[src/rtl/inst_fetch_pkg.sv]
// Shared fetch-stage types: core widths, request FSM states and the {inst, pc}
// layout used for prefetch-queue entries.
package inst_fetch_pkg;

  localparam int CORE_ADDR_W = 32;
  localparam int INST_W      = 32;

  typedef enum logic {
    S_IDLE,
    S_REQ
  } req_state_e;

  typedef struct packed {
    logic [INST_W-1:0]      inst;
    logic [CORE_ADDR_W-1:0] pc;
  } fetch_entry_t;

  localparam int ENTRY_W = $bits(fetch_entry_t);

endpackage

[src/rtl/fetch_queue.sv]
// Synchronous circular FIFO with push, pop, clear and occupancy count.
// The head entry is read combinationally so a pop shows the next entry without a bubble.
module fetch_queue #(
  parameter int DEPTH = 4,
  parameter int WIDTH = 32,
  localparam int PTR_W = $clog2(DEPTH),
  localparam int CNT_W = PTR_W + 1
) (
  input  logic             clk,
  input  logic             rst,
  input  logic             clr,
  input  logic             push,
  input  logic [WIDTH-1:0] push_data,
  input  logic             pop,
  output logic [WIDTH-1:0] head_data,
  output logic [CNT_W-1:0] count,
  output logic             empty,
  output logic             full
);

  logic [WIDTH-1:0] mem_q [DEPTH];
  logic [PTR_W-1:0] wr_ptr_q, wr_ptr_d;
  logic [PTR_W-1:0] rd_ptr_q, rd_ptr_d;
  logic [CNT_W-1:0] count_q, count_d;
  logic             do_push, do_pop;

  assign empty     = (count_q == '0);
  assign full      = (count_q == CNT_W'(DEPTH));
  assign count     = count_q;
  assign head_data = mem_q[rd_ptr_q];

  always_comb begin
    do_pop   = pop && !empty;
    do_push  = push && (!full || do_pop);
    wr_ptr_d = wr_ptr_q;
    rd_ptr_d = rd_ptr_q;
    count_d  = count_q;
    if (clr) begin
      wr_ptr_d = '0;
      rd_ptr_d = '0;
      count_d  = '0;
    end else begin
      wr_ptr_d = wr_ptr_q + PTR_W'(do_push);
      rd_ptr_d = rd_ptr_q + PTR_W'(do_pop);
      count_d  = count_q + CNT_W'(do_push) - CNT_W'(do_pop);
    end
  end

  always_ff @(posedge clk) begin
    if (rst) begin
      wr_ptr_q <= '0;
      rd_ptr_q <= '0;
      count_q  <= '0;
    end else begin
      wr_ptr_q <= wr_ptr_d;
      rd_ptr_q <= rd_ptr_d;
      count_q  <= count_d;
      assert (clr || !(push && full && !pop));
    end
  end

  always_ff @(posedge clk) begin
    if (do_push && !clr) mem_q[wr_ptr_q] <= push_data;
  end

endmodule

[src/rtl/inst_fetch.sv]
// Instruction fetch: credit-limited PC intake, one pending memory request, in-order
// prefetch queue, flush by counting in-flight responses to discard.
// States: IDLE | no request pending;  REQ | mem_req/mem_addr held until mem_gnt
module inst_fetch
  import inst_fetch_pkg::*;
#(
  parameter int DEPTH  = 4,
  parameter int ADDR_W = CORE_ADDR_W
) (
  input  logic              CCLK,
  input  logic              CRST,
  input  logic              pc_valid,
  input  logic [ADDR_W-1:0] pc,
  output logic              pc_ready,
  input  logic              flush,
  output logic              mem_req,
  output logic [ADDR_W-1:0] mem_addr,
  input  logic              mem_gnt,
  input  logic              mem_rvalid,
  input  logic [INST_W-1:0] mem_rdata,
  output logic              inst_valid,
  output logic [INST_W-1:0] inst,
  output logic [ADDR_W-1:0] inst_pc,
  input  logic              inst_ready,
  output logic              inst_mem_wait
);

  localparam int QCNT_W = $clog2(DEPTH) + 1;
  localparam int CNT_W  = $clog2(DEPTH) + 2;
  localparam int ENT_W  = INST_W + ADDR_W;
  localparam logic [CNT_W-1:0] DEPTH_C = CNT_W'(DEPTH);

  req_state_e        state_q, state_d;
  logic [ADDR_W-1:0] mem_addr_q, mem_addr_d;
  logic [ADDR_W-1:0] pc_q, pc_d;
  logic [CNT_W-1:0]  outstanding_q, outstanding_d;
  logic [CNT_W-1:0]  discard_q, discard_d;
  logic              drop_q, drop_d;

  logic              gnt_fire, accept, rsp_keep;
  logic [CNT_W-1:0]  used;
  logic              tag_push, tag_pop, tag_empty;
  logic [ADDR_W-1:0] tag_head;
  logic              q_push, q_pop, q_empty;
  logic [ENT_W-1:0]  q_head;
  logic [QCNT_W-1:0] q_count;
  logic [QCNT_W-1:0] unused_tag_count;
  logic              unused_tag_full, unused_q_full;

  assign mem_req  = (state_q == S_REQ);
  assign mem_addr = mem_addr_q;
  assign gnt_fire = mem_req && mem_gnt;
  assign used     = CNT_W'(q_count) + outstanding_q + CNT_W'(mem_req);
  assign pc_ready = (!mem_req || mem_gnt) && !flush && !CRST && (used < DEPTH_C);
  assign accept   = pc_valid && pc_ready;
  assign rsp_keep = mem_rvalid && (discard_q == '0);

  always_comb begin
    state_d       = state_q;
    mem_addr_d    = mem_addr_q;
    pc_d          = pc_q;
    drop_d        = drop_q;
    outstanding_d = outstanding_q + CNT_W'(gnt_fire) - CNT_W'(mem_rvalid);
    discard_d     = discard_q - CNT_W'(mem_rvalid && (discard_q != '0));
    unique case (state_q)
      S_IDLE: begin
        if (accept) begin
          state_d    = S_REQ;
          mem_addr_d = {pc[ADDR_W-1:2], 2'b00};
          pc_d       = pc;
        end
      end
      S_REQ: begin
        if (gnt_fire) begin
          drop_d = 1'b0;
          if (accept) begin
            mem_addr_d = {pc[ADDR_W-1:2], 2'b00};
            pc_d       = pc;
          end else begin
            state_d = S_IDLE;
          end
        end
      end
      default: state_d = S_IDLE;
    endcase
    // A request still waiting for grant at flush is owed one discarded response.
    if (flush) begin
      discard_d = outstanding_d + CNT_W'(mem_req && !mem_gnt);
      drop_d    = mem_req && !mem_gnt;
    end
  end

  always_ff @(posedge CCLK) begin
    if (CRST) begin
      state_q       <= S_IDLE;
      mem_addr_q    <= '0;
      pc_q          <= '0;
      outstanding_q <= '0;
      discard_q     <= '0;
      drop_q        <= 1'b0;
    end else begin
      state_q       <= state_d;
      mem_addr_q    <= mem_addr_d;
      pc_q          <= pc_d;
      outstanding_q <= outstanding_d;
      discard_q     <= discard_d;
      drop_q        <= drop_d;
    end
  end

  assign tag_push = gnt_fire && !drop_q;
  assign tag_pop  = rsp_keep && !tag_empty;
  assign q_push   = rsp_keep && !flush;
  assign q_pop    = inst_valid && inst_ready;

  fetch_queue #(.DEPTH(DEPTH), .WIDTH(ADDR_W)) u_tag_fifo (
    .clk       (CCLK),
    .rst       (CRST),
    .clr       (flush),
    .push      (tag_push),
    .push_data (pc_q),
    .pop       (tag_pop),
    .head_data (tag_head),
    .count     (unused_tag_count),
    .empty     (tag_empty),
    .full      (unused_tag_full)
  );

  fetch_queue #(.DEPTH(DEPTH), .WIDTH(ENT_W)) u_inst_queue (
    .clk       (CCLK),
    .rst       (CRST),
    .clr       (flush),
    .push      (q_push),
    .push_data ({mem_rdata, tag_head}),
    .pop       (q_pop),
    .head_data (q_head),
    .count     (q_count),
    .empty     (q_empty),
    .full      (unused_q_full)
  );

  assign inst_valid    = !q_empty;
  assign inst          = inst_valid ? q_head[ENT_W-1 -: INST_W] : '0;
  assign inst_pc       = inst_valid ? q_head[ADDR_W-1:0] : '0;
  assign inst_mem_wait = !inst_valid && ((outstanding_q > discard_q) || mem_req);

endmodule

[config.mk]
export PLATFORM = sky130hd
export DESIGN_NAME = inst_fetch
export DESIGN_NICKNAME = d
export VERILOG_FILES = /design/src/rtl/inst_fetch_pkg.sv /design/src/rtl/fetch_queue.sv /design/src/rtl/inst_fetch.sv
export SDC_FILE = /design/constraint.sdc
export NUM_CORES = 1
export LEC_CHECK = 0
export BUFFER_PORTS_ARGS = -buffer_cell sky130_fd_sc_hd__buf_4
export CORE_MARGIN = 4
export CORE_UTILIZATION = 40
export DETAILED_ROUTE_END_ITERATION = 7
export PLACE_DENSITY = 0.56
export SLEW_MARGIN = 5
export SYNTH_ARGS = -nofsm -noshare
export SYNTH_HDL_FRONTEND = slang
export SYNTH_SLANG_ARGS = --single-unit
[constraint.sdc]
create_clock -name CCLK -period 20.9 [get_ports CCLK]
set_input_delay 6.27 -clock CCLK [delete_from_list [all_inputs] [get_ports CCLK]]
set_output_delay 6.27 -clock CCLK [all_outputs]
set_load 0.02 [all_outputs]
After elaboration in Yosys (flattened, before gate mapping):

Memories as Yosys holds them, arrays and structs flattened. A register that Yosys moved wholly into a read port is not among the register bits.
Cells that the tools add are included.

* register bits after elaboration: 88
* bits of input ports: 71
* output and inout port bits: 100
* memories kept: 2
* logic and storage cells: 95
* memory bits (writable): 384

* multiplexer cells: 21
* $add $sub $neg: 14
* bitwise logic cells: 1
* $lt $le $gt $ge: 2
* equality and inequality tests: 3
* reductions and logical operators: 40

Memories
* u_inst_queue.mem_q: depth 4, width 64, read ports 1, clocked after memory_dff 1, write ports 1, RTL line fetch_queue.sv:21 `logic [WIDTH-1:0] mem_q [DEPTH];`
* u_tag_fifo.mem_q: depth 4, width 32, read ports 1, clocked after memory_dff 1, write ports 1, RTL line fetch_queue.sv:21

Operators by type and width (count)
* $mux 32: 6
* $pmux 32 s2: 2
* $logic_and 1x1->1: 19
* $add 4x1->4: 3
* $logic_not 1->1: 9
* $mux 1: 9
* $add 2x1->2: 4
* $sub 4x1->4: 2
* $add 3x1->3: 2
* $eq 3x3->1 const B: 2
* $logic_not 3->1: 2
* $sub 3x1->3: 2
* $add 3x4->4: 1
* $gt 4x4->1: 1
* $logic_not 4->1: 1
* $logic_or 1x1->1: 4
* $lt 4x3->1 const B: 1
* $mux 2: 2
* $mux 4: 1
* $reduce_bool 2->1: 2
* $reduce_bool 4->1: 1
* $ne 2x1->1 const B: 1
* $pmux 1 s2: 1
* $reduce_and 2->1: 1
* 2 further kinds: 2

Longest topological paths before layout:

Gate-level depths: netlist of run 1.

* depth in word-level cells: 9
* mapped depth: 11
* mapped depth without buffers: 11

By module:

A second synthesis of run 1 with hierarchy kept.

* cell total of the unflattened synthesis: 919
* area total of the unflattened synthesis: 17399.2 um2

Modules (own cells, without submodules)
* fetch_queue at u_inst_queue: cells an instance 374, area an instance 9691.8 um2, times used 1
* fetch_queue at u_tag_fifo: cells an instance 208, area an instance 5077.4 um2, times used 1
* inst_fetch: cells an instance 337, area an instance 2630.0 um2, times used 1

Least setup slack after synthesis of run 1:

No wires, ideal clock.

* kind: input to output
* start point: input CRST
* end point: output pc_ready
* stages on the path: 4
* arrival time: 7.407 ns
* path buffers: 2
* slack: 7.223 ns
* path through: buf_2 > or2_1 > buf_2 > nor4_1

* longest elaborated chain between the ends: 3

Ends and longest elaborated chain
* start, declared: RTL line inst_fetch.sv:11 `input logic CRST,`
* $logic_not 1->1: RTL line inst_fetch.sv:54 `assign pc_ready = (!mem_req || mem_gnt) && !flush && !CRST && (used < DEPTH_C);`
* $logic_and 1x1->1 (2 in series): RTL line inst_fetch.sv:54
* end, declared: RTL line inst_fetch.sv:14 `output logic pc_ready,`

Every way passes these cells.

Worst setup path in the final report of run 1:

Same ends and word-level chain as after synthesis.

==> results.py, run 1 <==
metrics = {
    "outcome": {
        "status": "finished clean",
    },
    "yosys": {
        "async_flop_share_pct": 0,
        "syn_inst": 910,
        "ys_seq_area_share_pct": 74.2,
        "synth_edf_count": 384,
        "synthesis.area_um2": 17100,
        "ys_seq_elements": 440,
        "synth_warnings": 0,
        "ys.flop_type": "edfxtp_1",
        "syn_area_per_cell_um2": 18.7,
        "synthDistinctLibCells": 40,
    },
    "clock_tree": {
        "h-tree-depth": 2,
        "clkTransAtPathRegs_ns": 0.05,
        "cts_tree": "yes",
        "cts_buffers": 47,
        "post_cts_resized": 0,
        "clockBufferDepth": 3,
        "cts-root-buf": "clkbuf_16",
        "cts.sinks": 440,
        "insertion_delay_ns": 0.57,
        "hold_buffers": 0,
        "cts_setup_buffers": 0,
    },
    "worst_hold_path": {
        "hold_path_class": "flip-flop to flip-flop",
        "holdPathStages": 2,
        "min_from": "pc_q[23]$_SDFFE_PP0P_",
        "worstHoldEndpoint": "pc_q[23]$_SDFFE_PP0P_",
    },
    "power_and_ir_drop": {
        "switchingPower_uw": 448,
        "seq_power_share_pct": 49.2,
        "combPwrFrac_pct": 9.1,
        "intPower_mw": 1.57,
        "p_sw_share_pct": 22.2,
        "p_per_area_nw_per_um2": 99.5,
        "p_leak_nw": 6.94,
        "power_mw": 2.02,
        "p_clk_share_pct": 41.7,
        "ir_worst_vdd_mv": 0.0520,
    },
    "flow_run": {
        "maxCapViolations": 0,
    },
    "sta": {
        "setup_viol": 0,
        "drv_slew": 0,
        "post-route-period-util_pct": 65.3,
        "fin_worst_skew_ns": 0.0168,
        "slew_headroom_pct": 29.0,
        "holdWs_ns": 0.517,
        "rsz0062_at_grt": "no",
        "max_freq_mhz": 73.2,
        "final_hold_viol_count": 0,
        "period_needed_ns": 13.65,
        "worst_pin_slew_ns": 1.06,
        "tns_ns": 0,
    },
    "drt": {
        "detail_route.first_pass.iterations": 4,
        "viasPerCell": 5.03,
        "routed_wl_mm": 33.5,
        "wire_per_inst_um": 20.4,
        "drc": 0,
        "drtIter0Drc": 438,
        "postRouteAntennaNets": 0,
        "vias": 8258,
    },
    "critical_path": {
        "ff2ff_path_depth": 5,
        "crit_type": "input pin to output port",
        "critPathRequiredTime_ns": 14.63,
        "reg2reg_to": "u_inst_queue.mem_q[0][63]$_DFFE_PP_",
        "critPathMaxFanout": 44,
        "worstSetupStartpointType": "input pin",
        "r2r-start": "discard_q[0]$_SDFF_PP0_",
        "endpoint_kind": "output port",
        "r2r_setup_slack_ns": 17.69,
        "cp.arrival_ns": 7.38,
    },
    "floorplan": {
        "dieWidth_um": 214,
        "fp-row-count": 75,
        "start_util_pct": 40.6,
        "core_um2": 42000,
        "fp.dieH_um": 214,
        "ios": 171,
        "fp.dieArea_um2": 46000,
    },
    "grt": {
        "grt_pass1_wl_mm": 52.5,
        "grt_usage_pct": 14.8,
        "antenna_found_initial": 0,
        "grt_max_degree": 68,
        "grt_pass1_vias": 8853,
        "grt-ovfl-total": 0,
    },
    "placed_design": {
        "dp_hpwl_mm": 19.5,
        "portBuffers": 168,
        "place_congestion": 0.745,
    },
    "final_layout": {
        "multi_input_area_um2": 3970,
        "syn_to_final_growth_pct": 19.0,
        "drive_above_1_share_pct": 32.6,
        "n_fill_cell": 3567,
        "seq_area_um2": 12700,
        "final_common_cell": "edfxtp_1",
        "nets": 1163,
        "most-common-layout-cells": "384 x edfxtp_1, 180 x buf_4, 96 x mux4_2, 71 x and2_1, 69 x nand2_1",
    },
}
==> worst max-delay path, cell delays in order <==
cell and delay, ns:
buf_4 0.25, or2_1 0.43, nor4_1 0.23, buf_4 0.19
==> state kept, by name, indices dropped and copies added, names as in the netlist <==
name	cells
u_tag_fifo.rd_ptr_q	2
mem_req	1
u_tag_fifo.count	3
u_tag_fifo.wr_ptr_q	2
pc_q	32
discard_q	4
u_tag_fifo.mem_q	128
u_inst_queue.wr_ptr_q	2
outstanding_q	4
u_inst_queue.rd_ptr_q	2
u_inst_queue.mem_q	256
drop_q	1
u_inst_queue.count	3
==> synth_stat cells, drive strengths merged, types with 2 or more instances <==
master | instances | share of area (%)
xor2 | 5 | 0.26
a21oi | 39 | 1.1
nor4b | 2 | 0.19
a311oi | 2 | 0.10
inv | 16 | 0.35
and2 | 71 | 2.6
fa | 3 | 0.35
xnor2 | 10 | 0.51
or2 | 2 | 0.073
and3 | 3 | 0.11
nor2 | 23 | 0.51
nor4 | 2 | 0.073
ha | 23 | 1.7
a211oi | 2 | 0.088
nand3 | 3 | 0.088
nor2b | 7 | 0.26
nand2 | 69 | 1.5
clkbuf | 23 | 0.51
nor3 | 3 | 0.088
edfxtp | 384 | 68
dfxtp | 56 | 6.6
o21ai | 2 | 0.059
o21a | 3 | 0.14
nor3b | 2 | 0.088
mux4 | 96 | 13
buf | 51 | 2.0
==> through the flow <==
stage                     utilization [%]  instances  worst slack (ns)  instance area [um2]
after floorplan                         -        911              7.22                17100
after global placement               44.5       1556              7.20                18700
after detailed placement             44.5       1556              7.22                18700
after CTS                            48.3       1641              7.20                20300
after global routing                 48.3       1641              7.11                20300
final                                48.3       1642              7.25                20300
==> area by class of cell <==
cell class	count	area share, %
Inverter	16	0.296
Sequential cell	440	62.4
Clock buffer	59	6.22
Clock inverter	26	1.55
Tap cell	539	3.32
Antenna cell	1	0.0123
Timing Repair Buffer	180	6.66
Multi-Input combinational cell	381	19.5
==> how the worst max path moves through the flow <==
stage / startpoint / endpoint / slack [ns] / depth (start not counted)
after detailed placement: CRST / pc_ready / 7.22 / 4
after floorplan: CRST / pc_ready / 7.22 / 4
after global placement: CRST / pc_ready / 7.20 / 4
after CTS: CRST / pc_ready / 7.20 / 4
final: CRST / pc_ready / 7.25 / 4
after global routing: CRST / pc_ready / 7.11 / 4
==> per-layer routing <==
metal,global-route usage [%],share of wire [%],up-vias
met4,4.80,2.1,0
met2,24.1,48,161
met3,3.09,4.3,51
li1,-,-,3788
met5,0,0,-
met1,20.0,46,4258
==> cell families after synthesis <==
| family | share of synthesized area, % |
|---|---|
| other | 0.0220 |
| adder cells (fa/ha/maj) | 2.04 |
| flip-flops | 74.2 |
| AO/OA/AOI/OAI | 1.64 |
| multiplexers | 12.7 |
| AND/OR/NAND/NOR | 5.82 |
| XOR/XNOR | 0.770 |
| buffers and inverters | 2.85 |
==> power groups by stage <==
| stage | clock, mW | combinational (mW) | sequential, mW |
|---|---|---|---|
| floorplan | 0 | 0.122 | 1.01 |
| CTS | 0.873 | 0.189 | 0.994 |
| global placement | 0 | 0.186 | 1.01 |
| detailed placement | 0 | 0.188 | 1.01 |
| finish | 0.843 | 0.183 | 0.994 |
| global route | 0.908 | 0.204 | 0.996 |
Power figures use the tool's default switching activity.
==> inputs of run 2 (changes only) <==
==> constraint.sdc (replaced) <==
create_clock -name CCLK -period 13.55 [get_ports CCLK]
set_input_delay 4.065 -clock CCLK [delete_from_list [all_inputs] [get_ports CCLK]]
set_output_delay 4.065 -clock CCLK [all_outputs]
set_load 0.02 [all_outputs]
==> results.py, run 2 (synthesized netlist as in run 1, its figures left out) <==
metrics = {
    "outcome": {
        "status": "finished clean",
    },
    "placed_design": {
        "place_inst": 1559,
        "place_congestion": 0.750,
        "dp_hpwl_mm": 19.5,
        "portBuffers": 168,
        "place_area_um2": 18700,
    },
    "clock_tree": {
        "insertion_delay_ns": 0.57,
        "clockBufferDepth": 3,
        "cts.sinks": 440,
        "hold_buffers": 0,
        "post_cts_resized": 0,
        "cts_setup_buffers": 0,
        "h-tree-depth": 2,
        "cts_buffers": 46,
        "clkTransAtPathRegs_ns": 0.06,
        "cts-root-buf": "clkbuf_16",
        "cts_tree": "yes",
    },
    "floorplan": {
        "core_um2": 42000,
        "ios": 171,
        "dieWidth_um": 214,
        "fp.dieArea_um2": 46000,
        "fp-row-count": 75,
        "fp.dieH_um": 214,
        "start_util_pct": 40.6,
    },
    "power_and_ir_drop": {
        "ir_worst_vdd_mv": 0.0917,
        "combPwrFrac_pct": 9.3,
        "seq_power_share_pct": 50.3,
        "p_per_area_nw_per_um2": 151,
        "intPower_mw": 2.36,
        "p_sw_share_pct": 22.6,
        "p_clk_share_pct": 40.3,
        "switchingPower_uw": 688,
        "power_mw": 3.05,
        "p_leak_nw": 6.91,
    },
    "final_layout": {
        "nets": 1165,
        "most-common-layout-cells": "384 x edfxtp_1, 183 x buf_4, 96 x mux4_2, 71 x and2_1, 69 x nand2_1",
        "syn_to_final_growth_pct": 18.5,
        "drive_above_1_share_pct": 32.4,
        "final_cells": 1643,
        "final_common_cell": "edfxtp_1",
        "reg_top3": "u_inst_queue.mem_q (256), u_tag_fifo.mem_q (128), pc_q (32)",
        "top_register": "u_inst_queue.mem_q",
        "largest_reg_flops": 256,
        "num_antenna_cells": 0,
        "postLayoutCellArea_um2": 20200,
    },
    "critical_path": {
        "ff2ff_path_depth": 6,
        "critPathRequiredTime_ns": 9.48,
        "worstSetupStartpointType": "input pin",
        "critPathMaxFanout": 44,
        "cp.arrival_ns": 5.21,
        "endpoint_kind": "output port",
        "crit_type": "input pin to output port",
    },
    "worst_hold_path": {
        "hold_path_class": "flip-flop to flip-flop",
        "holdPathStages": 2,
    },
    "sta": {
        "drv_slew": 0,
        "period_needed_ns": 9.28,
        "post-route-period-util_pct": 68.5,
        "holdWs_ns": 0.522,
        "final_hold_viol_count": 0,
        "tns_ns": 0,
        "fin_worst_skew_ns": 0.0198,
        "worst_pin_slew_ns": 1.08,
        "max_freq_mhz": 108,
        "setup_viol": 0,
        "rsz0062_at_grt": "no",
        "slew_headroom_pct": 27.4,
    },
    "grt": {
        "grt-ovfl-total": 0,
        "grt_max_degree": 68,
        "grt_usage_pct": 14.7,
        "grt_pass1_vias": 8867,
        "grt_pass1_wl_mm": 52.5,
        "antenna_found_initial": 1,
    },
    "drt": {
        "viasPerCell": 5.03,
        "wire_per_inst_um": 20.4,
        "postRouteAntennaNets": 0,
        "vias": 8264,
        "drtIter0Drc": 433,
        "detail_route.first_pass.iterations": 4,
        "drc": 0,
        "routed_wl_mm": 33.5,
    },
    "flow_run": {
        "maxCapViolations": 0,
    },
}
[run 2: critical path, stage by stage]
cell and delay, ns:
buf_4 0.26, or2_1 0.43, nor4_1 0.26, buf_4 0.20
[run 2: per-layer routing]
| metal | share of wire (%) | GRT usage [%] | vias up |
|---|---|---|---|
| met3 | 4.6 | 3.76 | 45 |
| met2 | 48 | 23.8 | 163 |
| li1 | - | - | 3802 |
| met5 | 0 | 0 | - |
| met1 | 45 | 20.1 | 4254 |
| met4 | 2.0 | 4.13 | 0 |
[run 2: final timing paths]
path	to	slack (ns)	start
setup / recovery	pc_ready	4.27	CRST
hold / removal	pc_q[14]$_SDFFE_PP0P_	0.52	pc_q[14]$_SDFFE_PP0P_
setup reg to reg	u_inst_queue.mem_q[0][37]$_DFFE_PP_	10.25	discard_q[0]$_SDFF_PP0_
hold reg to reg	pc_q[14]$_SDFFE_PP0P_	0.52	pc_q[14]$_SDFFE_PP0P_
[run 2: power by group through the flow]
stage / clock network (mW) / registers [mW] / logic (mW)
after CTS: 1.27 / 1.53 / 0.293
final: 1.23 / 1.53 / 0.285
after global placement: 0 / 1.56 / 0.288
after global routing: 1.33 / 1.54 / 0.316
after detailed placement: 0 / 1.56 / 0.292
after floorplan: 0 / 1.55 / 0.188
[run 2: layout make-up]
type,count,area (um2)
sequential,440,12700
clock inverter,27,272
multi-input combinational,381,3960
timing repair buffer,183,1370
fill,3535,21800
tap,539,674
inverter,16,60.1
clock buffer,57,1200
[run 2: metrics by stage]
step | util, % | worst slack (ns)
6_report | 48.1 | 4.27
5_1_grt | 48.1 | 4.10
4_1_cts | 48.1 | 4.21
3_5_place_dp | 44.6 | 4.23
3_3_place_gp | 44.6 | 4.27
2_1_floorplan | - | 3.67
==> inputs of run 3 (changes only) <==
--- a/config.mk
+++ b/config.mk
@@ -9,7 +9,7 @@
 export CORE_MARGIN = 4
 export CORE_UTILIZATION = 40
 export DETAILED_ROUTE_END_ITERATION = 7
-export PLACE_DENSITY = 0.56
+export PLACE_DENSITY = 0.58
 export SLEW_MARGIN = 5
 export SYNTH_ARGS = -nofsm -noshare
 export SYNTH_HDL_FRONTEND = slang
==> constraint.sdc (replaced) <==
create_clock -name CCLK -period 7.9 [get_ports CCLK]
set_input_delay 2.37 -clock CCLK [delete_from_list [all_inputs] [get_ports CCLK]]
set_output_delay 2.37 -clock CCLK [all_outputs]
set_load 0.02 [all_outputs]
==> results.py, run 3 (synthesized netlist as in run 1, its figures left out) <==
metrics = {
    "drt": {
        "drtIter0Drc": 526,
        "drc": 0,
        "vias": 8212,
        "viasPerCell": 4.99,
        "postRouteAntennaNets": 0,
        "wire_per_inst_um": 20.0,
        "routed_wl_mm": 32.9,
        "detail_route.first_pass.iterations": 4,
    },
    "worst_hold_path": {
        "hold_path_class": "flip-flop to flip-flop",
    },
    "grt": {
        "antenna_found_initial": 0,
        "grt_usage_pct": 14.4,
        "grt_max_degree": 68,
        "grt_pass1_vias": 8662,
        "met1_usage_pct": 20.2,
        "grt-ovfl-total": 0,
        "grt_pass1_wl_mm": 51.5,
        "use_met3_pct": 3.12,
        "top_usage_layer": "met2",
        "use_met2_pct": 22.8,
    },
    "sta": {
        "fin_worst_skew_ns": 0.0185,
        "setup_viol": 0,
        "post-route-period-util_pct": 74.9,
        "period_needed_ns": 5.92,
        "drv_slew": 0,
        "slew_headroom_pct": 26.9,
        "worst_pin_slew_ns": 1.09,
        "max_freq_mhz": 169,
        "rsz0062_at_grt": "no",
        "tns_ns": 0,
        "final_hold_viol_count": 0,
    },
    "clock_tree": {
        "insertion_delay_ns": 0.57,
        "clockBufferDepth": 3,
        "cts_tree": "yes",
        "hold_buffers": 0,
        "clkTransAtPathRegs_ns": 0.06,
        "post_cts_resized": 0,
        "cts.sinks": 440,
        "cts_buffers": 48,
        "cts_setup_buffers": 0,
        "h-tree-depth": 2,
        "cts-root-buf": "clkbuf_16",
    },
    "floorplan": {
        "core_um2": 42000,
        "fp.dieArea_um2": 46000,
        "start_util_pct": 40.6,
        "fp-row-count": 75,
        "dieWidth_um": 214,
        "fp.dieH_um": 214,
        "ios": 171,
    },
    "final_layout": {
        "reg_top3": "u_inst_queue.mem_q (256), u_tag_fifo.mem_q (128), pc_q (32)",
        "num_antenna_cells": 0,
        "most-common-layout-cells": "384 x edfxtp_1, 181 x buf_4, 96 x mux4_2, 71 x and2_1, 69 x nand2_1",
        "largest_reg_flops": 256,
        "final_common_cell": "edfxtp_1",
        "nets": 1165,
        "syn_to_final_growth_pct": 19.3,
        "top_register": "u_inst_queue.mem_q",
        "drive_above_1_share_pct": 33.5,
    },
    "critical_path": {
        "critPathRequiredTime_ns": 5.53,
        "crit_type": "input pin to output port",
        "critPathMaxFanout": 44,
        "endpoint_kind": "output port",
        "cp.arrival_ns": 3.55,
        "worstSetupStartpointType": "input pin",
    },
    "placed_design": {
        "place_congestion": 0.715,
        "portBuffers": 168,
        "dp_hpwl_mm": 19.3,
    },
    "power_and_ir_drop": {
        "power_mw": 5.36,
        "p_leak_nw": 6.97,
        "ir_worst_vdd_mv": 0.132,
        "p_per_area_nw_per_um2": 263,
    },
    "outcome": {
        "status": "finished clean",
    },
    "flow_run": {
        "maxCapViolations": 0,
    },
}
==> run 3: area by class of cell <==
class	instances	area (um2)
Clock buffer	62	1330
Clock inverter	28	292
Fill cell	3556	21700
Inverter	16	60.1
Multi-Input combinational cell	381	3970
Sequential cell	440	12700
Tap cell	539	674
Timing Repair Buffer	181	1360
==> run 3: report_power, final <==
part           switching (mW)  internal (mW)
Clock                   0.891           1.35
Combinational           0.265          0.218
Sequential             0.0468           2.58
==> run 3: per-layer routing <==
metal | wire (um) | part of all wire [%]
met2 | 15600 | 48
met5 | 0 | 0
met4 | 685 | 2.1
met3 | 1530 | 4.6
met1 | 15000 | 46
==> run 3: worst paths after layout <==
check                                        startpoint                                 end  slack (ns)  cells after the start
worst min register to register     pc_q[1]$_SDFFE_PP0P_                pc_q[1]$_SDFFE_PP0P_        0.51                      2
worst min-delay path               pc_q[1]$_SDFFE_PP0P_                pc_q[1]$_SDFFE_PP0P_        0.51                      2
worst max register to register  discard_q[0]$_SDFF_PP0_  u_inst_queue.mem_q[2][1]$_DFFE_PP_        4.93                      7
worst max-delay path                               CRST                            pc_ready        1.98                      4
==> run 3: worst max-delay path, cell delays in order <==
cell and delay (ns):
buf_4 0.26, or2_1 0.43, nor4_1 0.27, buf_4 0.20
==> run 3: stage by stage <==
stage          util [%]  hold slack [ns]  cell area (um2)  instances  setup WS (ns)
2_1_floorplan         -            0.460            17100        911           1.79
3_3_place_gp       44.5            0.479            18700       1557           2.02
3_5_place_dp       44.5            0.500            18700       1557           1.98
4_1_cts            48.4            0.508            20300       1647           1.97
5_1_grt            48.4            0.536            20300       1647           1.84
6_report           48.4            0.509            20300       1647           1.98
